--- config.mk ---
export PLATFORM = sky130hd
export DESIGN_NAME = kbd_scanner
export DESIGN_NICKNAME = d
export VERILOG_FILES = /design/src/rtl/kbd_scanner.sv
export SDC_FILE = /design/constraint.sdc
export NUM_CORES = 1
export LEC_CHECK = 0
export CAP_MARGIN = 20
export CORE_ASPECT_RATIO = 1.4
export CORE_MARGIN = 2
export CORE_UTILIZATION = 50
export CTS_CLUSTER_DIAMETER = 40
export DETAILED_ROUTE_END_ITERATION = 8
export GPL_ROUTABILITY_DRIVEN = 0
export PLACE_DENSITY = 0.71
export SETUP_SLACK_MARGIN = 0.3
export SKIP_CTS_REPAIR_TIMING = 1
export SLEW_MARGIN = 20
export SYNTH_ARGS = -nofsm -noshare
export SYNTH_HDL_FRONTEND = slang
export SYNTH_SLANG_ARGS = --single-unit
--- constraint.sdc ---
create_clock -name clk_in -period 1.5 [get_ports clk_in]
set_input_delay 0.45 -clock clk_in [delete_from_list [all_inputs] [get_ports clk_in]]
set_output_delay 0.45 -clock clk_in [all_outputs]
set_load 0.02 [all_outputs]
--- src/rtl/kbd_scanner.sv ---
// Keyboard matrix scanner: strobes one column at a time, debounces per scan
// frame and hands a 6-bit {col,row} key code to the core over valid/ack.
module kbd_scanner #(
  parameter int NUM_COLS = 5,
  parameter int NUM_ROWS = 8,
  parameter int SCAN_DIV = 520,
  parameter int DEBOUNCE = 4
) (
  input  logic                clk_in,
  input  logic                reset_in,
  input  logic [NUM_ROWS-1:0] rows_in,
  output logic [NUM_COLS-1:0] columns_o,
  output logic [5:0]          key_code_o,
  output logic                key_valid_o,
  input  logic                key_ack_in,
  output logic                key_down_o,
  output logic                overrun_o
);

  localparam int               DWELL_W    = (SCAN_DIV > 1) ? $clog2(SCAN_DIV) : 1;
  localparam logic [DWELL_W-1:0] DWELL_LAST = DWELL_W'(SCAN_DIV - 1);
  localparam logic [2:0]       COL_LAST   = 3'(NUM_COLS - 1);
  localparam logic [3:0]       DB_TARGET  = 4'(DEBOUNCE);

  typedef enum logic [1:0] {ST_SCAN, ST_DEBOUNCE, ST_HELD} state_t;

  // scan datapath
  logic [NUM_ROWS-1:0] r_rows_meta;
  logic [NUM_ROWS-1:0] r_rows_sync;
  logic [DWELL_W-1:0]  r_dwell;
  logic [2:0]          r_col;
  logic                r_eval;
  logic                r_hit_any;
  logic                r_held_seen;
  logic [5:0]          r_hit_code;

  logic [7:0]          w_rows8;
  logic [2:0]          w_low_row;
  logic                w_sample;
  logic                w_frame_end;
  logic                w_held_here;

  // key FSM and handshake
  state_t              r_state;
  state_t              w_state_next;
  logic [3:0]          r_count;
  logic [3:0]          w_count_next;
  logic [3:0]          r_release;
  logic [3:0]          w_release_next;
  logic [5:0]          r_cand;
  logic [5:0]          w_cand_next;
  logic [5:0]          r_key_code;
  logic [5:0]          w_key_code_next;
  logic                r_valid;
  logic                w_valid_next;
  logic                r_down;
  logic                w_down_next;
  logic                r_overrun;
  logic                w_overrun_next;
  logic                w_accept;
  logic [5:0]          w_accept_code;
  logic [3:0]          w_count_inc;
  logic [3:0]          w_release_inc;

  for (genvar gi = 0; gi < NUM_COLS; gi++) begin : g_col
    assign columns_o[gi] = (r_col == 3'(gi));
  end

  assign w_rows8     = 8'(r_rows_sync);
  assign w_sample    = (r_dwell == DWELL_LAST);
  assign w_frame_end = w_sample && (r_col == COL_LAST);
  assign w_held_here = (r_col == r_key_code[5:3]) && w_rows8[r_key_code[2:0]];

  // Lowest active row wins within a column.
  always_comb begin
    w_low_row = 3'd0;
    for (int i = 7; i >= 0; i--) begin
      if (w_rows8[i]) w_low_row = 3'(i);
    end
  end

  always_ff @(posedge clk_in) begin
    if (reset_in) begin
      r_rows_meta <= '0;
      r_rows_sync <= '0;
      r_dwell     <= '0;
      r_col       <= 3'd0;
      r_eval      <= 1'b0;
      r_hit_any   <= 1'b0;
      r_hit_code  <= 6'd0;
      r_held_seen <= 1'b0;
    end else begin
      r_rows_meta <= rows_in;
      r_rows_sync <= r_rows_meta;
      r_eval      <= w_frame_end;
      if (w_sample) begin
        r_dwell <= '0;
        r_col   <= (r_col == COL_LAST) ? 3'd0 : r_col + 3'd1;
      end else begin
        r_dwell <= r_dwell + 1'b1;
      end
      // Frame summary is consumed during r_eval, then cleared for the next frame.
      if (r_eval) begin
        r_hit_any   <= 1'b0;
        r_hit_code  <= 6'd0;
        r_held_seen <= 1'b0;
      end else if (w_sample) begin
        if (!r_hit_any && (|r_rows_sync)) begin
          r_hit_any  <= 1'b1;
          r_hit_code <= {r_col, w_low_row};
        end
        if (w_held_here) r_held_seen <= 1'b1;
      end
    end
  end

  always_comb begin
    w_state_next    = r_state;
    w_count_next    = r_count;
    w_release_next  = r_release;
    w_cand_next     = r_cand;
    w_key_code_next = r_key_code;
    w_valid_next    = r_valid;
    w_down_next     = r_down;
    w_overrun_next  = 1'b0;
    w_accept        = 1'b0;
    w_accept_code   = r_cand;
    w_count_inc     = r_count + 4'd1;
    w_release_inc   = r_release + 4'd1;

    if (r_eval) begin
      unique case (r_state)
        ST_SCAN: begin
          if (r_hit_any) begin
            w_cand_next   = r_hit_code;
            w_count_next  = 4'd1;
            w_accept_code = r_hit_code;
            if (DB_TARGET == 4'd1) w_accept = 1'b1;
            else                   w_state_next = ST_DEBOUNCE;
          end
        end
        ST_DEBOUNCE: begin
          if (r_hit_any && (r_hit_code == r_cand)) begin
            w_count_next = w_count_inc;
            if (w_count_inc == DB_TARGET) w_accept = 1'b1;
          end else begin
            w_state_next = ST_SCAN;
            w_count_next = 4'd0;
          end
        end
        ST_HELD: begin
          // Only the held key matters here; other keys are not rolled over.
          if (r_held_seen) begin
            w_release_next = 4'd0;
          end else begin
            w_release_next = w_release_inc;
            if (w_release_inc == DB_TARGET) begin
              w_down_next  = 1'b0;
              w_state_next = ST_SCAN;
            end
          end
        end
        default: w_state_next = ST_SCAN;
      endcase
    end

    // A fresh accept always beats a coincident ack.
    if (w_accept) begin
      w_key_code_next = w_accept_code;
      w_valid_next    = 1'b1;
      w_down_next     = 1'b1;
      w_state_next    = ST_HELD;
      w_release_next  = 4'd0;
      w_overrun_next  = r_valid && !key_ack_in;
    end else if (r_valid && key_ack_in) begin
      w_valid_next = 1'b0;
    end
  end

  always_ff @(posedge clk_in) begin
    if (reset_in) begin
      r_state    <= ST_SCAN;
      r_count    <= 4'd0;
      r_release  <= 4'd0;
      r_cand     <= 6'd0;
      r_key_code <= 6'd0;
      r_valid    <= 1'b0;
      r_down     <= 1'b0;
      r_overrun  <= 1'b0;
    end else begin
      r_state    <= w_state_next;
      r_count    <= w_count_next;
      r_release  <= w_release_next;
      r_cand     <= w_cand_next;
      r_key_code <= w_key_code_next;
      r_valid    <= w_valid_next;
      r_down     <= w_down_next;
      r_overrun  <= w_overrun_next;
    end
  end

  assign key_code_o  = r_key_code;
  assign key_valid_o = r_valid;
  assign key_down_o  = r_down;
  assign overrun_o   = r_overrun;

endmodule

==> out/results.ini, run 1 <==
[grt]
track_usage = 0.210
grt_pass1_vias = 2202
antenna_found_initial = 0
grt.overflow.total = 0
grt_pass1_wl_mm = 9.85
grt_max_degree = 21

[timing]
finalSetupViolCount = 14
period_needed_ps = 1650
tightest_slew_ps = 450
finalCritPeriodShare = 1.10
skew_ps = 5.11
max_freq_mhz = 605
final-hold-violation-count = 0
hold-worst-slack_ps = 437
maxSlewViolCount = 0
max-slew-margin-rel = 0.699
setup_ws_ps = -154
rsz0062_at_grt = true

[logic_synthesis]
ys_top_cells_by_area = dfxtp_1, nor2b_1, xor2_1, ha_1, nor2_1
postSynthCellCount = 285
yosysTopAreaCellShare = 0.451
yosysWarnings = 0
synth_edf_count = 0
synth_cell_types = 53
synth_most_common_cell = dfxtp_1
syn_nets = 305
synth_top_flop_cell = dfxtp_1
synth_common_cells = dfxtp_1, nor2b_1, nor2_1
syn_avg_cell_area_sq_um = 9.82
ys_seq_area_frac = 0.451
synth_area_leader_cell = dfxtp_1
ys_async_sr_fraction = 0
syn_area_sq_mm = 0.00280
ys_seq_elements = 63

[setup_path]
worstPathRequired_ps = 1050
rrSetupSlack_ps = -40
worstPathCellList = inv_4, ha_4, and2_4, buf_6
slowest_delay_ps = 390
cp_data_arrival_time_ps = 1200
cpMaxStageDelayCell = dfxtp_4
timing.rr.end = key_code_o[0]$_SDFFE_PP0P_
critPathKind = flip-flop to output pin
reg2reg_from = r_hit_code[0]$_SDFFE_PP0P_
rr_worst_depth = 4
startpoint_type = flip-flop
cp-end-kind = output pin
path_max_fanout = 4

[floorplan]
rows = 32
die_y_um = 92.5
coreArea_sq_mm = 0.00545
num_io_pins = 25
die_area_sq_mm = 0.00622
die_w_um = 67.2
start_util = 0.514

[drt]
drt_iter0_drc = 68
vias_per_cell = 5.55
wl_mm = 7.03
ant_nets = 0
vias = 2452
first_pass_iters = 4
drcViolationCount = 0
wire_per_inst_um = 15.9

[cells_and_area]
antennaDiodeCount = 0
layout.cells.non_filler = 442
syn_to_final_growth_pct = 52.4
nets = 389
drive_above_1_share = 0.540

[power_and_ir_drop]
power_frac_seq = 0.514
comb_power_share = 0.057
swShare = 0.234
p_leak_nw = 1.67
powerDensity_mw_per_mm2 = 778
clock_power_share = 0.430
finalPower_mw = 3.32
internal_power_mw = 2.54
vdd_ir_drop_max_mv = 0.959
p_sw_uw = 775

[hold_path]
hold_start = r_rows_meta[1]$_SDFF_PP0_
hp-class = flip-flop to flip-flop
whs_endpoint = r_rows_sync[1]$_SDFF_PP0_
worstHoldPathCells = 1

[clock_tree]
cts.root.buffer_cell = clkbuf_8
cts_tree = built
cts_buffers = 9
cts_sinks = 63
h-tree-depth = 3
clk_path_buf_depth = 2
clock_latency_ps = 340
clk_pin_slew_ps = 70

[run]
max_cap_viol_count = 0

[placement]
io_buffer_count = 24
dp_hpwl_mm = 4.38
dp_cells = 408

[run_status]
violations = negative setup slack
status = complete, but fails checks

==> cells by family after synthesis <==
kind of cell / share of synthesized area
buffers and inverters: 0.0300
AO/OA/AOI/OAI: 0.103
XOR/XNOR: 0.0532
adder cells (fa/ha/maj): 0.0403
flip-flops: 0.451
multiplexers: 0.0657
AND/OR/NAND/NOR: 0.257
==> critical path, delay by kind of cell (launching register included) <==
family,cells,cell delay (ps)
AND/OR/NAND/NOR,1,160
adder cells (fa/ha/maj),1,150
buffers and inverters,2,170
flip-flops,1,390
==> through the flow <==
stage,worst slack [ps],utilization,instance area (sq um),setup TNS [ps]
global route,-195,0.783,4260,-1650
detailed placement,-258,0.642,3490,-3460
finish,-154,0.783,4260,-910
CTS,-638,0.676,3680,-5650
global placement,-226,0.642,3490,-2340
floorplan,42.1,-,2930,0
==> how the worst max path moves through the flow <==
stage | from | end | slack, ps | cells past startpoint
after global routing | r_col[1]$_SDFFE_PP0P_ | columns_o[4] | -200 | 4
after CTS | r_col[1]$_SDFFE_PP0P_ | columns_o[1] | -640 | 4
after global placement | r_col[1]$_SDFFE_PP0P_ | columns_o[1] | -230 | 4
after floorplan | r_hit_code[4]$_SDFFE_PP0P_ | key_code_o[0]$_SDFFE_PP0P_ | 40 | 4
final | r_col[1]$_SDFFE_PP0P_ | columns_o[4] | -150 | 4
after detailed placement | r_col[0]$_SDFFE_PP0P_ | columns_o[2] | -260 | 4
==> per-layer routing <==
layer	up-vias	part of all wire	track usage
met5	-	0	0
met4	0	0.026	0.107
met3	20	0.023	0.0365
met2	45	0.57	0.377
met1	1197	0.38	0.226
li1	1190	-	-
==> cell usage in the layout, fill, tap and decap left out, types with 6 or more instances in the layout <==
| master | count |
|---|---|
| a21oi_1 | 9 |
| nand3_1 | 7 |
| a21oi_2 | 9 |
| dfxtp_2 | 18 |
| clkbuf_8 | 9 |
| buf_4 | 49 |
| buf_6 | 21 |
| nand4_1 | 6 |
| nor2_1 | 18 |
| nor2b_1 | 26 |
| nor2_4 | 6 |
| dfxtp_4 | 7 |
| clkdlybuf4s50_1 | 10 |
| mux2_2 | 7 |
| mux2i_1 | 6 |
| xor2_1 | 9 |
| dfxtp_1 | 38 |
==> state kept, by name (all words and copies together), names as in the netlist, 2 cells and up <==
register and cells:
key_code_o 6, r_cand 6, r_col 3, r_count 4, r_dwell 10, r_hit_code 6
r_release 4, r_rows_meta 8, r_rows_sync 8, r_state 2
==> layout make-up <==
class,instances,area [sq um]
fill,364,1180
clock inverter,6,61.3
sequential,63,1310
timing repair buffer,81,719
clock buffer,10,128
multi-input combinational,207,1930
inverter,7,31.3
tap,68,85.1
==> power groups by stage <==
stage | combinational (mW) | sequential (mW) | clock [mW]
after floorplan | 0.0801 | 1.74 | 0
after global placement | 0.133 | 1.74 | 0
after detailed placement | 0.136 | 1.74 | 0
after CTS | 0.136 | 1.70 | 1.44
after global routing | 0.202 | 1.71 | 1.52
final | 0.188 | 1.70 | 1.43
Note: power is estimated with default switching activity, not from simulation.
==> run 2: changes to the inputs <==
CELL_PAD_IN_SITES_DETAIL_PLACEMENT = 2   (was unset)
CELL_PAD_IN_SITES_GLOBAL_PLACEMENT = 2   (was unset)
CORE_UTILIZATION = 33   (was 50)
PLACE_DENSITY = 0.72   (was 0.71)
==> out/results.ini, run 2 (synthesis results as in run 1) <==
[timing]
hold-worst-slack_ps = 447  ; was 437 ps
max_freq_mhz = 589  ; was 605 MHz
final-hold-violation-count = 0  ; unchanged
maxSlewViolCount = 0  ; unchanged
tightest_slew_ps = 573  ; was 450 ps
setup_ws_ps = -197  ; was -154 ps
max-slew-margin-rel = 0.617  ; was 0.699
rsz0062_at_grt = true  ; unchanged
finalCritPeriodShare = 1.13  ; was 1.10
period_needed_ps = 1700  ; was 1650 ps
finalSetupViolCount = 26  ; was 14
skew_ps = 6.44  ; was 5.11 ps

[power_and_ir_drop]
p_leak_nw = 1.75  ; was 1.67 nW
finalPower_mw = 4.02  ; was 3.32 mW
powerDensity_mw_per_mm2 = 894  ; was 778 mW/mm^2
vdd_ir_drop_max_mv = 0.998  ; was 0.959 mV

[drt]
wire_per_inst_um = 23.9  ; was 15.9 um
wl_mm = 11.5  ; was 7.03 mm
vias = 2560  ; was 2,452
vias_per_cell = 5.34  ; was 5.55
drcViolationCount = 0  ; unchanged
ant_nets = 0  ; unchanged
drt_iter0_drc = 81  ; was 68
first_pass_iters = 4  ; unchanged

[placement]
dp_hpwl_mm = 5.92  ; was 4.38 mm
io_buffer_count = 24  ; unchanged
dpl_worst_slack_ps = -261  ; was -258 ps
placed_cell_area_sq_mm = 0.00359  ; was 0.00349 sq mm

[setup_path]
crit_cells = 4  ; unchanged
cpMaxStageDelayCell = dfxtp_4  ; unchanged
cp_num_buf_inv = 2  ; unchanged
worstPathRequired_ps = 1050  ; about the same
crit_family = flip-flops  ; unchanged
cp-end-kind = output pin  ; unchanged
cp_data_arrival_time_ps = 1250  ; was 1200 ps
path_max_fanout = 4  ; unchanged
slowest_delay_ps = 390  ; about the same
startpoint_type = flip-flop  ; unchanged
rrSetupSlack_ps = -150  ; was -40 ps
critPathKind = flip-flop to output pin  ; unchanged
rr_worst_depth = 5  ; was 4
worstPathCellList = inv_4, ha_1, nor2b_4, buf_6  ; was inv_4, ha_4, and2_4, buf_6

[clock_tree]
clock_latency_ps = 340  ; about the same
cts_buffers = 9  ; unchanged
h-tree-depth = 3  ; unchanged
cts_tree = built  ; unchanged
cts.root.buffer_cell = clkbuf_16  ; was clkbuf_8
clk_path_buf_depth = 2  ; unchanged
clk_pin_slew_ps = 60  ; was 70 ps
cts_sinks = 63  ; unchanged

[cells_and_area]
top_regs = r_dwell: 10 flops, r_rows_meta: 8 flops, r_rows_sync: 8 flops  ; unchanged
syn_to_final_growth_pct = 60.9  ; was 52.4%
final_common_cell = buf_4  ; unchanged
antennaDiodeCount = 0  ; unchanged
largest_reg_flops = 10  ; unchanged
final_util = 0.549  ; was 0.783
final_cell_mix = buf_4, dfxtp_1, buf_6  ; was buf_4, dfxtp_1, nor2b_1
final_cell_area_sq_mm = 0.00450  ; was 0.00426 sq mm
drive_above_1_share = 0.568  ; was 0.540
nets = 392  ; was 389
regMostFlops = r_dwell  ; unchanged

[grt]
grt_pass1_vias = 2704  ; was 2,202
grt.overflow.total = 0  ; unchanged
grt_max_degree = 19  ; was 21
grt_pass1_wl_mm = 13.8  ; was 9.85 mm
track_usage = 0.199  ; was 0.210
antenna_found_initial = 0  ; unchanged

[hold_path]
hp-class = flip-flop to flip-flop  ; unchanged
worstHoldPathCells = 1  ; unchanged

[floorplan]
coreArea_sq_mm = 0.00820  ; was 0.00545 sq mm
die_area_sq_mm = 0.00924  ; was 0.00622 sq mm
rows = 39  ; was 32
die_w_um = 81.8  ; was 67.2 um
num_io_pins = 25  ; unchanged
die_y_um = 113  ; was 92.5 um
start_util = 0.341  ; was 0.514

[run]
max_cap_viol_count = 0  ; unchanged

[run_status]
violations = negative setup slack  ; unchanged
status = complete, but fails checks  ; unchanged

-- run 2: cell types whose count changed in the layout (fill, tap and decap cells not counted), moves of 2 or more --
cell | before | now
clkbuf_16 | 0 | 9
clkbuf_8 | 9 | 0
dfxtp_1 | 38 | 29
buf_6 | 21 | 26
dfxtp_2 | 18 | 23
dfxtp_4 | 7 | 11
buf_4 | 49 | 46
nor2_1 | 18 | 21
a21oi_1 | 9 | 7
a21oi_2 | 9 | 11
nor2_2 | 3 | 1
-- run 2: worst reg2reg max path: cells and delay by family (launching register included) --
| family | cells | cell delay [ps] |
|---|---|---|
| AO/OA/AOI/OAI | 2 | 520 |
| AND/OR/NAND/NOR | 2 | 540 |
| flip-flops | 1 | 340 |
| buffers and inverters | 1 | 180 |
-- run 2: path summary, 6_finish.rpt --
path                        startpoint                         end
max              r_col[1]$_SDFFE_PP0P_                columns_o[1]
min          r_rows_meta[1]$_SDFF_PP0_   r_rows_sync[1]$_SDFF_PP0_
max reg2reg      r_dwell[3]$_SDFF_PP0_  r_hit_code[0]$_SDFFE_PP0P_
min reg2reg  r_rows_meta[1]$_SDFF_PP0_   r_rows_sync[1]$_SDFF_PP0_
-- run 2: cell type report --
class                   instances  area, sq um
fillers                       807         3700
repair buffers                 84          776
well taps                     102          128
inverters                       7         31.3
multi-input cells             207         1940
clock buffers                  10          229
flip-flops and latches         63         1330
clock inverters                 6         61.3
-- run 2: per-stage QoR --
stage / TNS (ps) / instances
2_1_floorplan: 0 / 285
3_3_place_gp: -4480 / 448
5_1_grt: -4080 / 479
3_5_place_dp: -6040 / 448
6_report: -2020 / 479
4_1_cts: -6270 / 464
-- run 2: per-layer routing --
layer | up-vias | wire length (um) | global-route usage | share of wire
li1 | 1186 | - | - | -
met1 | 1309 | 4410 | 0.204 | 0.39
met2 | 42 | 6450 | 0.384 | 0.56
met3 | 23 | 192 | 0.0263 | 0.017
met4 | 0 | 397 | 0.0900 | 0.035
met5 | - | 0 | 0 | 0
-- run 2: where the power goes --
part,total (mW),internal [mW],switching [mW]
Clock,2.12,1.28,0.837
Sequential,1.71,1.68,0.0270
Combinational,0.198,0.0914,0.106
Total,4.02,3.05,0.970
==> run 3: changes to the inputs <==
CORE_MARGIN = unset   (was 2)
CTS_BUF_LIST = sky130_fd_sc_hd__clkbuf_16   (was unset)
==> out/results.ini, run 3 (synthesis results as in run 1) <==
[cells_and_area]
top_regs = r_dwell: 10 flops, r_rows_meta: 8 flops, r_rows_sync: 8 flops  ; unchanged
largest_reg_flops = 10  ; unchanged
final_cell_mix = buf_4, dfxtp_1, nor2b_1  ; was buf_4, dfxtp_1, buf_6
regMostFlops = r_dwell  ; unchanged
antennaDiodeCount = 0  ; unchanged
final_common_cell = buf_4  ; unchanged
syn_to_final_growth_pct = 61.8  ; was 60.9%
nets = 392  ; unchanged
drive_above_1_share = 0.576  ; was 0.568
final_cell_area_sq_mm = 0.00453  ; was 0.00450 sq mm

[timing]
finalCritPeriodShare = 1.12  ; was 1.13
max-slew-margin-rel = 0.582  ; was 0.617
fin_setup_tns_ps = -1400  ; was -2020 ps
hold-worst-slack_ps = 447  ; about the same
finalSetupViolCount = 18  ; was 26
maxSlewViolCount = 0  ; unchanged
final-hold-violation-count = 0  ; unchanged
max_freq_mhz = 598  ; was 589 MHz
setup_ws_ps = -173  ; was -197 ps
skew_ps = 7.91  ; was 6.44 ps
rsz0062_at_grt = true  ; unchanged
period_needed_ps = 1670  ; was 1700 ps
tightest_slew_ps = 624  ; was 573 ps

[power_and_ir_drop]
p_leak_nw = 1.75  ; about the same
vdd_ir_drop_max_mv = 0.846  ; was 0.998 mV
powerDensity_mw_per_mm2 = 888  ; was 894 mW/mm^2

[setup_path]
slowest_delay_ps = 390  ; about the same
critPathKind = flip-flop to output pin  ; unchanged
cp_data_arrival_time_ps = 1220  ; was 1250 ps
worstPathRequired_ps = 1050  ; about the same
startpoint_type = flip-flop  ; unchanged
cp-end-kind = output pin  ; unchanged
path_max_fanout = 5  ; was 4
cpMaxStageDelayCell = dfxtp_4  ; unchanged
worstPathCellList = inv_4, ha_4, and2_4, buf_6  ; was inv_4, ha_1, nor2b_4, buf_6

[floorplan]
die_area_sq_mm = 0.00886  ; was 0.00924 sq mm
die_w_um = 79.8  ; was 81.8 um
rows = 39  ; unchanged
num_io_pins = 25  ; unchanged
die_y_um = 111  ; was 113 um
start_util = 0.341  ; unchanged
coreArea_sq_mm = 0.00820  ; unchanged

[clock_tree]
clock_latency_ps = 340  ; about the same
h-tree-depth = 3  ; unchanged
cts_buffers = 9  ; unchanged
cts.root.buffer_cell = clkbuf_16  ; unchanged
clk_path_buf_depth = 2  ; unchanged
cts_tree = built  ; unchanged
clk_pin_slew_ps = 60  ; about the same
cts_sinks = 63  ; unchanged

[run_status]
violations = negative setup slack  ; unchanged
status = complete, but fails checks  ; unchanged

[placement]
io_buffer_count = 24  ; unchanged
dp_hpwl_mm = 6.07  ; was 5.92 mm
dpl_worst_slack_ps = -259  ; was -261 ps
placed_cell_area_sq_mm = 0.00359  ; unchanged

[drt]
first_pass_iters = 4  ; unchanged
vias = 2550  ; was 2,560
wl_mm = 10.8  ; was 11.5 mm
vias_per_cell = 5.32  ; was 5.34
ant_nets = 0  ; unchanged
drcViolationCount = 0  ; unchanged
drt_iter0_drc = 87  ; was 81
wire_per_inst_um = 22.6  ; was 23.9 um

[grt]
grt_pass1_vias = 2755  ; was 2,704
grt_pass1_wl_mm = 14.0  ; was 13.8 mm
grt_max_degree = 19  ; unchanged
track_usage = 0.209  ; was 0.199
antenna_found_initial = 0  ; unchanged
grt.overflow.total = 0  ; unchanged

[run]
max_cap_viol_count = 0  ; unchanged

[hold_path]
hp-class = flip-flop to flip-flop  ; unchanged

[run 3: cell types whose count changed in the layout (fill, tap and decap cells not counted), sizes merged]
cell,change
buf,-1
clkinv,-2
clkinvlp,+2
inv,+1
[run 3: final timing paths]
check | slack (ps) | cells past startpoint | endpoint | from
hold reg to reg | 450 | 1 | r_dwell[0]$_SDFF_PP0_ | r_dwell[0]$_SDFF_PP0_
setup reg to reg | -70 | 5 | key_code_o[1]$_SDFFE_PP0P_ | r_hit_code[3]$_SDFFE_PP0P_
hold / removal | 450 | 1 | r_dwell[0]$_SDFF_PP0_ | r_dwell[0]$_SDFF_PP0_
setup / recovery | -170 | 4 | columns_o[4] | r_col[1]$_SDFFE_PP0P_
[run 3: power by group]
part	switching, mW	leakage [nW]	internal [mW]
Combinational	0.112	1.08	0.100
Sequential	0.0242	0.529	1.69
Clock	0.823	0.136	1.27
[run 3: stage by stage]
| step | std cells | total power [mW] | utilization |
|---|---|---|---|
| after floorplan | 285 | 1.82 | - |
| after global placement | 448 | 1.89 | 0.438 |
| after detailed placement | 448 | 1.90 | 0.438 |
| after CTS | 464 | 3.95 | 0.474 |
| after global routing | 479 | 4.12 | 0.552 |
| final | 479 | 4.02 | 0.552 |
[run 3: metal layers]
layer  track usage  up-vias  part of all wire
met5             0        -                 0
met4        0.0988        0             0.023
met3        0.0354       19             0.016
met2         0.383       33              0.59
met1         0.225     1306              0.37
li1              -     1192                 -
[run 3: cell type report]
cell class | count | area, sq um
clock inverter | 7 | 65.1
fill | 782 | 3670
sequential | 63 | 1320
multi-input combinational | 207 | 1980
tap | 102 | 128
inverter | 7 | 31.3
clock buffer | 9 | 225
timing repair buffer | 84 | 779
[run 3: worst max-delay path, delay by kind of cell (launching register included)]
kind / cells / cell delay [ps]
flip-flops: 1 / 390
buffers and inverters: 2 / 170
adder cells (fa/ha/maj): 1 / 160
AND/OR/NAND/NOR: 1 / 160
==> edit 1 (config.mk and constraints of run 3) <==
Register the input `key_ack_in` before use, without a reset. The logic sees it one clock later. The other inputs are not delayed to match.
--- a/src/rtl/kbd_scanner.sv
+++ b/src/rtl/kbd_scanner.sv
@@ -24,4 +24,10 @@
 
   typedef enum logic [1:0] {ST_SCAN, ST_DEBOUNCE, ST_HELD} state_t;
+
+  logic key_ack_q;
+
+  always_ff @(posedge clk_in) begin
+    key_ack_q <= key_ack_in;
+  end
 
   // scan datapath
@@ -172,6 +178,6 @@
       w_state_next    = ST_HELD;
       w_release_next  = 4'd0;
-      w_overrun_next  = r_valid && !key_ack_in;
-    end else if (r_valid && key_ack_in) begin
+      w_overrun_next  = r_valid && !key_ack_q;
+    end else if (r_valid && key_ack_q) begin
       w_valid_next = 1'b0;
     end
Formal check against the unedited RTL: same outputs for any inputs over 10 cycles, from zero or initial values and one cycle with reset_in high; that may be too few to reach the edited logic, so the function may still have changed.
==> edit 1 against run 3 <==
Setup slack improved by 0.019 ns; critical path depth did not move; final area grew 1.4%; die area is 0.53% higher; critical path type unchanged; critical endpoint unchanged; non-clock buffer count increased by 7; sequential cell count up 1; synthesized area rose by 0.54%; power down 3.9%; register-to-register slack lost 0.05 ns; the run still ends with setup timing left; wire length is 3.5% lower.
==> edit 1: results (changes against run 3) <==
Yosys:
- Top cells by count, synth: 64 x sky130_fd_sc_hd__dfxtp_1, 29 x sky130_fd_sc_hd__nor2b_1, 27 x sky130_fd_sc_hd__nor2_1, 18 x sky130_fd_sc_hd__a21oi_1, 15 x sky130_fd_sc_hd__xor2_1 (was 63 x sky130_fd_sc_hd__dfxtp_1, 29 x sky130_fd_sc_hd__nor2b_1, 27 x sky130_fd_sc_hd__nor2_1, 18 x sky130_fd_sc_hd__a21oi_1, 15 x sky130_fd_sc_hd__xor2_1).
- The sequential element share of the synthesized area is 45.55% (was 45.08%).
- The net count of the mapped netlist is 307 (was 305).
- The post-synthesis instance total was 287 (was 285).
- Largest cells by area after synthesis: sky130_fd_sc_hd__dfxtp_1 46%, sky130_fd_sc_hd__nor2b_1 6.5%, sky130_fd_sc_hd__xor2_1 4.7% (was sky130_fd_sc_hd__dfxtp_1 45%, sky130_fd_sc_hd__nor2b_1 6.5%, sky130_fd_sc_hd__xor2_1 4.7%).
- The count of unique library cells instantiated by Yosys came to 50 (was 53).

Setup path:
- The signal arrival time at the worst endpoint is 1.20 ns (was 1.22 ns).
- The reg-to-reg startpoint was r_cand[0] (was r_hit_code[3]).
- The setup slack of the most critical reg-to-reg path came to -0.12 ns (was -0.07 ns).
- The critical register-to-register path endpoint is key_code_o[4] (was key_code_o[1]).

STA:
- The clock tree skew after final layout is 0.008415 ns (was 0.007909 ns).
- The hold slack was 0.4588 ns (was 0.4472 ns).
- The worst slew slack as a fraction of its limit is 68.69% (was 58.22%).
- The post-route worst setup slack is -0.1536 ns (was -0.1725 ns).
- The final number of setup-violating endpoints is 17 (was 18).

Routing:
- The routed length on met3 is 122 um (was 174 um).
- The DRC violation total after the first TritonRoute iteration came to 72 (was 87).
- The met1 routed wirelength after detailed routing is 3.892 mm (was 3.970 mm).
- The vias after detailed routing is 2,537 (was 2,550).
- The aggregate routed wire length is 10.43 mm (was 10.81 mm).

Finish:
- The area taken by multi-input logic gates is 1984 sq um (was 1978 sq um).
- The relative area of non-clock buffer cells in the final design is 18.52% (was 17.22%).
- The area of all sequential standard cells is 1334 sq um (was 1320 sq um).
- The number of signal-net buffers in the layout is 91 (was 84).
- The final cell utilization of the core was 55.97% (was 55.22%).

Outcome:
- Violations in the final reports: setup timing (unchanged).
- Run status: finished with violations (unchanged).

Power:
- The maximum vdd drop is 0.6161 mV (was 0.8456 mV).
- The combinational fraction of design power is 5.9% (was 5.3%).
- The standby leakage power is 0.001793 uW (was 0.001749 uW).
- The switching share of total power is 24.10% (was 23.88%).
- The sequential fraction of design power is 45.1% (was 42.6%).

Placement:
- The HPWL reported at the end of detailed placement came to 6.082 mm (was 6.070 mm).
- The worst setup timing slack at the placement stage is -0.2614 ns (was -0.2595 ns).
- The instance count after placement with tap cells included is 455 (was 448).

Worst hold path:
- The endpoint of the worst hold-timing path was r_rows_sync[2] (was r_dwell[0]).
- The startpoint of the tightest hold check path is r_rows_meta[2] (was r_dwell[0]).

Global routing:
- The met3 routing resource usage after global routing was 4.444% (was 3.539%).
- The total global-route track usage is 19.89% (was 20.89%).

Clocking:
- The total clock sinks is 64 (was 63).
==> edit 1: kinds of logic (layout without fill, tap and decap cells) <==
group | Yosys count | after routing | synth area share [%]
xor+xnor | 17 | 17 | 5.294
flops | 64 | 64 | 45.55
mux | 15 | 15 | 6.539
compound gates | 47 | 47 | 10.10
buf+inv | 15 | 113 | 2.224
simple gates | 120 | 120 | 26.29
fa+ha+maj | 9 | 9 | 4.004
==> edit 1: worst max path at each step <==
stage	slack [ns]	from	depth (start not counted)	end
3_3_place_gp	-0.22	r_col[1]	4	columns_o[1]
6_report	-0.15	r_col[1]	4	columns_o[4]
3_5_place_dp	-0.26	r_col[1]	4	columns_o[1]
2_1_floorplan	0.02	key_code_o[1]	4	r_held_seen
5_1_grt	-0.19	r_col[1]	4	columns_o[4]
4_1_cts	-0.62	r_col[1]	4	columns_o[1]
==> edit 1: critical path, delay by kind of cell (launching register included) <==
kind          cells  cell delay, ns
fa+ha+maj         1            0.15
buf+inv           2            0.18
flops             1            0.39
simple gates      1            0.16
==> edit 2 (flow settings as in run 3) <==
Without the edit above. The parameter `NUM_ROWS` goes from 8 to 16.
--- a/src/rtl/kbd_scanner.sv
+++ b/src/rtl/kbd_scanner.sv
@@ -3,5 +3,5 @@
 module kbd_scanner #(
   parameter int NUM_COLS = 5,
-  parameter int NUM_ROWS = 8,
+  parameter int NUM_ROWS = 16,
   parameter int SCAN_DIV = 520,
   parameter int DEBOUNCE = 4
Ports: changed (resized rows_in); port bits go from 25 to 33. No check against the original RTL was run, so the function may have changed too.
==> edit 2 against run 3 <==
The run still ends with setup timing left; sequential cell count rose by 16; critical endpoint is now key_code_o[0]; synthesized cell count grew 15%; final area rose by 11%; wire length is 3.6% higher; combinational power grew 19%; largest power group unchanged; power is 23% higher; setup slack is essentially flat; sequential power increased by 27%; cell count up 16%; synthesized area is 18% higher.
==> edit 2: results (changes against run 3) <==
Outcome:
- Run status: finished with violations (unchanged).
- Violations in the final reports: setup timing (unchanged).

Global routing:
- The fraction of met1 tracks used by global routing is 20.51% (was 22.49%).
- The total global-route track usage is 19.04% (was 20.89%).
- The met3 routing resource usage after global routing was 3.345% (was 3.539%).
- The met2 usage in global routing was 36.36% (was 38.29%).
- The wire length of the first global-routing pass is 14.97 mm (was 13.97 mm).
- The maximum number of pins on one net before global-route repair is 25 (was 19).

Worst hold path:
- The startpoint of the tightest hold check path is r_rows_meta[0] (was r_dwell[0]).

Setup path:
- The category of the most critical setup path is register to register (was register to output pin).
- The highest fanout seen on the critical path came to 8 (was 5).

STA:
- The final number of setup-violating endpoints is 28 (was 18).
- The hold slack is 0.4371 ns (was 0.4472 ns).
- The post-route worst setup slack came to -0.1729 ns (was -0.1725 ns).
- The transition time at the pin with the least slew margin is 0.6256 ns (was 0.6244 ns).

Yosys:
- Largest cells by area after synthesis: sky130_fd_sc_hd__dfxtp_1 48%, sky130_fd_sc_hd__nor2b_1 8.7%, sky130_fd_sc_hd__mux2i_1 4.8% (was sky130_fd_sc_hd__dfxtp_1 45%, sky130_fd_sc_hd__nor2b_1 6.5%, sky130_fd_sc_hd__xor2_1 4.7%).
- The total of flip-flops plus latches after synthesis was 79 (was 63).
- The count of unique library cells instantiated by Yosys was 51 (was 53).
- The xor-xnor portion of the synthesized cell area was 4.506% (was 5.322%).

Finish:
- The layout filler cell count is 946 (was 782).
- The fraction of layout instances using a drive strength above 1 is 44.92% (was 57.56%).

Power:
- The standby leakage power came to 0.002021 uW (was 0.001749 uW).

Placement:
- The post-placement cell area is 4222 sq um (was 3595 sq um).

Routing:
- The per-cell routed wire length is 20.18 um (was 22.57 um).
- The DRC violation total after the first TritonRoute iteration was 81 (was 87).
## edit 2: final cells by class
class	instances	area share (%)
sequential	79	32.60
tap	132	3.288
clock inverter	6	1.793
clock buffer	10	4.981
timing repair buffer	91	16.86
inverter	6	0.5479
multi-input combinational	231	39.93
## edit 2: per-layer routing
metal	routed length [um]	part of all wire, %
met1	4266	38
met2	6596	59
met3	181	1.6
met4	155	1.4
met5	0	0
## edit 2: worst max-delay path, cell delays in order (launching register included)
cell and delay [ns]:
sky130_fd_sc_hd__dfxtp_2 0.36, sky130_fd_sc_hd__ha_4 0.17, sky130_fd_sc_hd__nand4bb_4 0.15, sky130_fd_sc_hd__nor4b_4 0.37, sky130_fd_sc_hd__nand2_4 0.18, sky130_fd_sc_hd__mux2_4 0.34
## edit 2: per-stage QoR
step | power, uW | instances | utilization [%]
floorplan | 2323 | 329 | -
global placement | 2414 | 527 | 43.90
detailed placement | 2427 | 527 | 43.90
CTS | 4914 | 543 | 47.44
global route | 5081 | 555 | 52.24
finish | 4927 | 555 | 52.24
## edit 2: where the power goes
| part | internal [uW] | switching [uW] | leakage [uW] |
|---|---|---|---|
| clock network | 1560 | 943 | 0.000164 |
| registers | 2130 | 32.0 | 0.000660 |
| logic | 138 | 114 | 0.00120 |
## edit 2: logic make-up (layout without fill, tap and decap cells)
group                    after synthesis  count (layout)
AND/OR/NAND/NOR                      153             153
flip-flops                            79              79
buffers and inverters                 19             113
adder cells (fa/ha/maj)                9               9
multiplexers                          24              24
XOR/XNOR                              17              17
AO/OA/AOI/OAI                         28              28
